$ cat config.mk
export PLATFORM = sky130hd
export DESIGN_NAME = mult_4bit_seq
export DESIGN_NICKNAME = d
export VERILOG_FILES = /design/src/rtl/mult_4bit_seq.sv
export SDC_FILE = /design/constraint.sdc
export NUM_CORES = 1
export LEC_CHECK = 0
export CAP_MARGIN = 20
export CORE_MARGIN = 5
export CORE_UTILIZATION = 50
export DETAILED_ROUTE_END_ITERATION = 12
export GPL_TIMING_DRIVEN = 0
export PLACE_DENSITY = 0.77
export SLEW_MARGIN = 30
export SYNTH_ARGS = -nofsm -noshare
export SYNTH_HDL_FRONTEND = slang
export SYNTH_SLANG_ARGS = --single-unit
$ cat constraint.sdc
create_clock -name clk -period 1.7 [get_ports clk]
set_input_delay 0.34 -clock clk [delete_from_list [all_inputs] [get_ports clk]]
set_output_delay 0.34 -clock clk [all_outputs]
set_load 0.01 [all_outputs]
$ cat src/rtl/mult_4bit_seq.sv
// mult_4bit_seq: sequential 4x4 unsigned shift-and-add multiplier.
//
// Ports:
//   clk      in   1  rising-edge clock
//   rst      in   1  asynchronous active-high reset
//   start    in   1  request, sampled only in IDLE
//   a        in   4  multiplicand, latched when start is accepted
//   b        in   4  multiplier, latched when start is accepted
//   busy     out  1  high while iterating (CALC)
//   done     out  1  one-cycle pulse, product valid
//   product  out  8  {A,Q} of the last completed operation
//
// Also contains adder_4bit, the 4-bit ripple adder the datapath is built on.
//
// state | meaning
// ------+-------------------------------------------------------------
// IDLE  | waiting for start; operands latched on accept
// CALC  | one shift-and-add iteration per cycle, four cycles total
// DONE  | done pulse for one cycle; returns to IDLE, start ignored

module adder_4bit (
  input  logic [3:0] a,
  input  logic [3:0] b,
  input  logic       c_in,
  output logic [3:0] out,
  output logic       c_out
);
  assign {c_out, out} = a + b + {4'd0, c_in};
endmodule

module mult_4bit_seq (
  input  logic       clk,
  input  logic       rst,
  input  logic       start,
  input  logic [3:0] a,
  input  logic [3:0] b,
  output logic       busy,
  output logic       done,
  output logic [7:0] product
);

  typedef enum logic [1:0] {
    IDLE = 2'd0,
    CALC = 2'd1,
    DONE = 2'd2
  } state_t;

  state_t     state_q, state_d;
  logic [3:0] m_q, m_d;
  logic [3:0] q_q, q_d;
  logic [3:0] a_q, a_d;
  logic [1:0] cnt_q, cnt_d;
  logic [7:0] product_q, product_d;

  logic [3:0] add_out;
  logic       add_cout;
  logic       carry;
  logic [3:0] a_src;
  logic [7:0] shifted;

  adder_4bit u_adder (
    .a     (a_q),
    .b     (m_q),
    .c_in  (1'b0),
    .out   (add_out),
    .c_out (add_cout)
  );

  // {C,A,Q} >> 1: the carry of this iteration lands directly in A[3].
  // After the shift the C bit is always zero, so it never needs its own
  // flop; it only exists for the duration of the combinational step.
  always_comb begin
    carry   = q_q[0] ? add_cout : 1'b0;
    a_src   = q_q[0] ? add_out  : a_q;
    shifted = {carry, a_src, q_q[3:1]};
  end

  always_comb begin
    state_d   = state_q;
    m_d       = m_q;
    q_d       = q_q;
    a_d       = a_q;
    cnt_d     = cnt_q;
    product_d = product_q;
    case (state_q)
      IDLE: begin
        if (start) begin
          m_d     = a;
          q_d     = b;
          a_d     = 4'd0;
          cnt_d   = 2'd0;
          state_d = CALC;
        end
      end
      CALC: begin
        a_d   = shifted[7:4];
        q_d   = shifted[3:0];
        cnt_d = cnt_q + 2'd1;
        if (cnt_q == 2'd3) begin
          state_d   = DONE;
          product_d = shifted;
        end
      end
      DONE: begin
        state_d = IDLE;
      end
      default: begin
        state_d = IDLE;
      end
    endcase
  end

  always_ff @(posedge clk or posedge rst) begin
    if (rst) begin
      state_q   <= IDLE;
      m_q       <= 4'd0;
      q_q       <= 4'd0;
      a_q       <= 4'd0;
      cnt_q     <= 2'd0;
      product_q <= 8'h00;
    end else begin
      state_q   <= state_d;
      m_q       <= m_d;
      q_q       <= q_d;
      a_q       <= a_d;
      cnt_q     <= cnt_d;
      product_q <= product_d;
    end
  end

  assign busy    = (state_q == CALC);
  assign done    = (state_q == DONE);
  assign product = product_q;

endmodule

# [After elaboration in Yosys (flattened, before gate mapping)]
# Index checks and enable logic that the tools add are counted.
[op_classes] muxes=11 n_reduce_logical=6 addsub=2 eq_ne=5
[ops] op="4-bit case mux with 2 select lines" n=2
[ops] op="4-bit 2-to-1 mux" n=3
[ops] op="2-bit case mux with 2 select lines" n=2
[ops] op="2-bit AND reduction" n=4
[ops] op="2-bit 2-to-1 mux" n=3
[ops] op="4-bit by 4-bit adder with 5-bit output" n=1
[ops] op="2-bit equality test (second input constant)" n=2
[ops] op="2-bit by 1-bit adder with 2-bit output (second input constant)" n=1
[ops] op="2-bit by 1-bit equality test with 1-bit output (second input constant)" n=1
[ops] op="2-bit logical NOT" n=1
[ops] op="2-bit by 1-bit != test with 1-bit output (second input constant)" n=1
[ops] op="2-bit != test (second input constant)" n=1
[ops] op="2-bit nonzero test" n=1
[ops] op="1-bit 2-to-1 mux" n=1
[word_totals] elab_cells=30 reg_bits=24 output_inout_bits=10 input_bits=11

# [Longest topological paths before layout]
# Gate-level depths: netlist of the first run.
[logic_depth] depth_word=3 mapped_depth=6 depth_no_buf=6

# [By module]
# From an unflattened synthesis of the first run, not the netlist that was laid out.
[hier_totals] cells_unflattened=104 area_unflattened_um2=1219.9
[by_module_without_submodules] module="mult_4bit_seq" cells_each=88 instances=1 area_each_um2=1076.0 seq_area_each_um2=600.6
[by_module_without_submodules] module="adder_4bit" cells_each=16 instances=1 area_each_um2=143.9 seq_area_each_um2=0.0

# [Worst setup path before layout of the first run]
# No wires, ideal clock.
[synth_path] path_kind="reg-to-reg" startpoint="register m_q[2]" endpoint="register a_q[2]" setup_time_ps=123 path_buffers=0 stages_incl_launch_ff=6 t_required_ps=1577 slack_ps=133 arrival_ps=1444 synth_period_minus_slack_ps=1567 cell_sequence="dfrtp_1 -> ha_1 -> and3_1 -> or3_1 -> a31oi_1 -> o21ai_1"
[synth_via] elab_chain_len=3
[synth_rtl] element="start: declaration" line="49" source="logic [3:0] m_q, m_d;"
[synth_rtl] element="start signal: assignment" line="123" source="m_q <= m_d;"
[synth_rtl] element="4-bit by 4-bit adder with 5-bit output" line="28" source="assign {c_out, out} = a + b + {4'd0, c_in};"
[synth_rtl] element="4-bit 2-to-1 mux" line="74" source="a_src = q_q[0] ? add_out : a_q;"
[synth_rtl] element="4-bit case mux with 2 select lines" line="85" source="case (state_q)"
[synth_rtl] element="end signal: assignment" line="118" source="a_q <= 4'd0;"
[synth_rtl] element="end signal: assignment" line="125" source="a_q <= a_d;"
[synth_rtl] element="end: declaration" line="51" source="logic [3:0] a_q, a_d;"
# Every way passes these cells.
# A chain may end at the register's enable or synchronous reset.

# [Worst setup path after layout of the first run]
[layout_path] startpoint="register state_q[1]" endpoint="output busy"
[layout_via] elab_chain_len=1
[layout_rtl] element="start: declaration" line="48" source="state_t state_q, state_d;"
[layout_rtl] element="start signal: assignment" line="122" source="state_q <= state_d;"
[layout_rtl] element="2-bit by 1-bit equality test with 1-bit output" line="131" source="assign busy = (state_q == CALC);"
[layout_rtl] element="end: declaration" line="37" source="output logic busy,"
# Every way passes these cells.

==> results of run 1 <==
[layout make-up]
| cell class | count | share of cell area |
|---|---|---|
| Tap cell | 28 | 0.0245 |
| Timing Repair Buffer | 22 | 0.149 |
| Buffer | 6 | 0.0351 |
| Sequential cell | 24 | 0.422 |
| Inverter | 3 | 0.00789 |
| Clock buffer | 3 | 0.0158 |
| Multi-Input combinational cell | 80 | 0.346 |
[what timing repair did]
item / in CTS / in global routing
setup buffers: 0 / 2
endpoints found under the hold margin: 0 / 0
hold buffers: 0 / 0
pin swaps: 0 / 1
resized for setup: 3 / 6
endpoints found under the setup margin: 3 / 6
[through the flow]
| step | util | TNS [ns] |
|---|---|---|
| 6_report | 0.652 | 0 |
| 5_1_grt | 0.652 | -0.00484 |
| 4_1_cts | 0.636 | 0 |
| 3_5_place_dp | 0.624 | 0 |
| 3_3_place_gp | 0.624 | 0 |
| 2_1_floorplan | - | 0 |
[metal layers]
layer / wire length (um) / vias up
li1: - / 430
met1: 942 / 411
met2: 1080 / 24
met3: 148 / 2
met4: 19 / 0
met5: 0 / -
[flip-flops by register name, summed over array words and instances (netlist names)]
register and cells:
cnt_q 2, product 8, state_q 2, q_q 4
a_q 4, m_q 4
[report_power, final]
group / switching (uW) / internal [uW]
registers: 174 / 842
logic: 699 / 698
clock network: 159 / 82.8
total: 1030 / 1620
[cell families after synthesis]
group | share of synthesized area
muxes | 0.0476
adders and majority gates | 0.0730
DFF | 0.531
AOI/OAI and AO/OA | 0.106
xor gates and xnor gates | 0.00774
buffers and inverters | 0.0542
and+or+nand+nor | 0.180
[worst max-delay path, stage by stage (launching register included)]
cell and delay (ns):
dfrtp_1 0.41, nand2b_2 0.21, inv_2 0.08, dlygate4sd2_1 0.27
[synth_stat cells, drive strengths merged]
master / number
o21ai: 15
and3: 1
nor2b: 2
a21o: 1
a31oi: 4
mux2: 3
nand3: 6
nand2: 29
inv: 3
mux2i: 2
nor2: 4
xnor2: 1
ha: 5
o211ai: 1
fa: 1
or3: 1
clkbuf: 1
a21oi: 1
buf: 5
nand2b: 1
and2b: 1
dfrtp: 24
and2: 1
[final timing paths]
check / end / slack, ns / cells past startpoint
worst max-delay path: busy / 0.1 / 3
worst min-delay path: state_q[0]$_DFFE_PP0P_ / 0.38 / 2
worst max register to register: a_q[2]$_DFFE_PP0P_ / 0.1 / 5
worst min register to register: product[7]$_DFFE_PP0P_ / 0.49 / 2
max in group asynchronous: a_q[1]$_DFFE_PP0P_ / 0.96 / 2
min in group clk: product[7]$_DFFE_PP0P_ / 0.49 / 2
==> impl_metrics.tcl, run 1 <==
set metrics [dict create \
    slew_viol_final 0 \
    gp_congestion 0.743 \
    startpoint_type "flip-flop" \
    io_buffer_count 20 \
    crit_path_max_fanout 3 \
    avgSynthCellArea_um2 10.0 \
    final_layout_size_suffix_gt1_frac 0.167 \
    antenna_found_initial 0 \
    top_usage_layer "met2" \
    fin_crit_sh 0.943 \
    worstSetupPathType "reg -> out" \
    grt_max_degree 25 \
    final_antenna_net_count 0 \
    start_util 0.516 \
    use_met1 0.197 \
    netlist_instances 113 \
    stdcell_count 166 \
    finalInstanceArea_um2 1430 \
    cts_buffers 3 \
    fmax_ghz 0.623 \
    seq_area_um2 602 \
    use_met3 0.0362 \
    yosysSeqAreaShare 0.531 \
    core-area_um2 2190 \
    grt_pass1_wl_um 3820 \
    worst_pin_slew_ns 0.496 \
    n_antenna_cell 0 \
    firstDrtPassIters 4 \
    clock-sinks 24 \
    clockBufferDepth 2 \
    yosysWarnings 0 \
    area_growth_pct 26.2 \
    synth_top_area_cell "dfrtp_1" \
    grt_pass1_vias 827 \
    die_x_um 57.6 \
    vias 867 \
    multi_input_area_um2 494 \
    synth_top_area_frac 0.531 \
    io_pins 21 \
    synthesis.nets 130 \
    cp-startpoint "state_q[1]$_DFFE_PP0P_" \
    power.static_leakage_uw 0.000677 \
    drc 0 \
    cp.arrival_ns 1.26 \
    outcome "complete, no violations" \
    cellPowerDensity_nw_per_um2 1860 \
    place_inst 161 \
    grt_use_met2 0.235 \
    place_ws_ns 0.0130 \
    overflow 0 \
    die_y_um 57.6 \
    die_area_um2 3310 \
    r2r_start "a_q[1]$_DFFE_PP0P_" \
    fill_cells 189 \
    drv_cap 0 \
    hold_viol_final 0 \
    vias_per_cell 5.22 \
    dp_hpwl_um 1640 \
    synth-seq-cells 24 \
    track_usage 0.147 \
    final_cell_mix "nand2_1, dfrtp_1, clkdlybuf4s50_1" \
    synthTopCellsByArea "dfrtp_1, nand2_1, o21ai_0, ha_1, mux2_2" \
    dpl_cell_area_um2 1370 \
    fin_crit_ns 1.60 \
    netlist_area_um2 1130 \
    peakVddDrop_mv 0.920 \
    htreeDepth 1 \
    total_power_uw 2660 \
    worst_slack_ns 0.0961 \
    critical_path_required_ns 1.36 \
    wl_um 2190 \
    final_common_cell "nand2_1" \
    max-slew-margin-rel 0.669 \
    wl_per_cell_um 13.2 \
    path_clk_slew_ns 0.12 \
    setup_viol 0 \
    synth.distinct_cells 28 \
    endpoint_kind "primary output" \
    final_nets 157 \
    finClkSkew_ns 0.00299 \
    clk_latency_ns 0.31 \
    rows 17 \
    dr.first_iter.drc_count 15 \
    tritoncts "done" \
    root_buffer "clkbuf_4" \
    hold_slack_ns 0.375 \
    hold_path_class "in -> async" \
]
Note: power is estimated with default switching activity, not from simulation.
==> run 2, diff against run 1 <==
--- a/config.mk
+++ b/config.mk
@@ -8,6 +8,7 @@
 export CAP_MARGIN = 20
 export CORE_MARGIN = 5
 export CORE_UTILIZATION = 50
+export CTS_CLUSTER_SIZE = 28
 export DETAILED_ROUTE_END_ITERATION = 12
 export GPL_TIMING_DRIVEN = 0
 export PLACE_DENSITY = 0.77
==> results of run 2 <==
The final DEF is identical to that of run 1; final timing and power are the same.
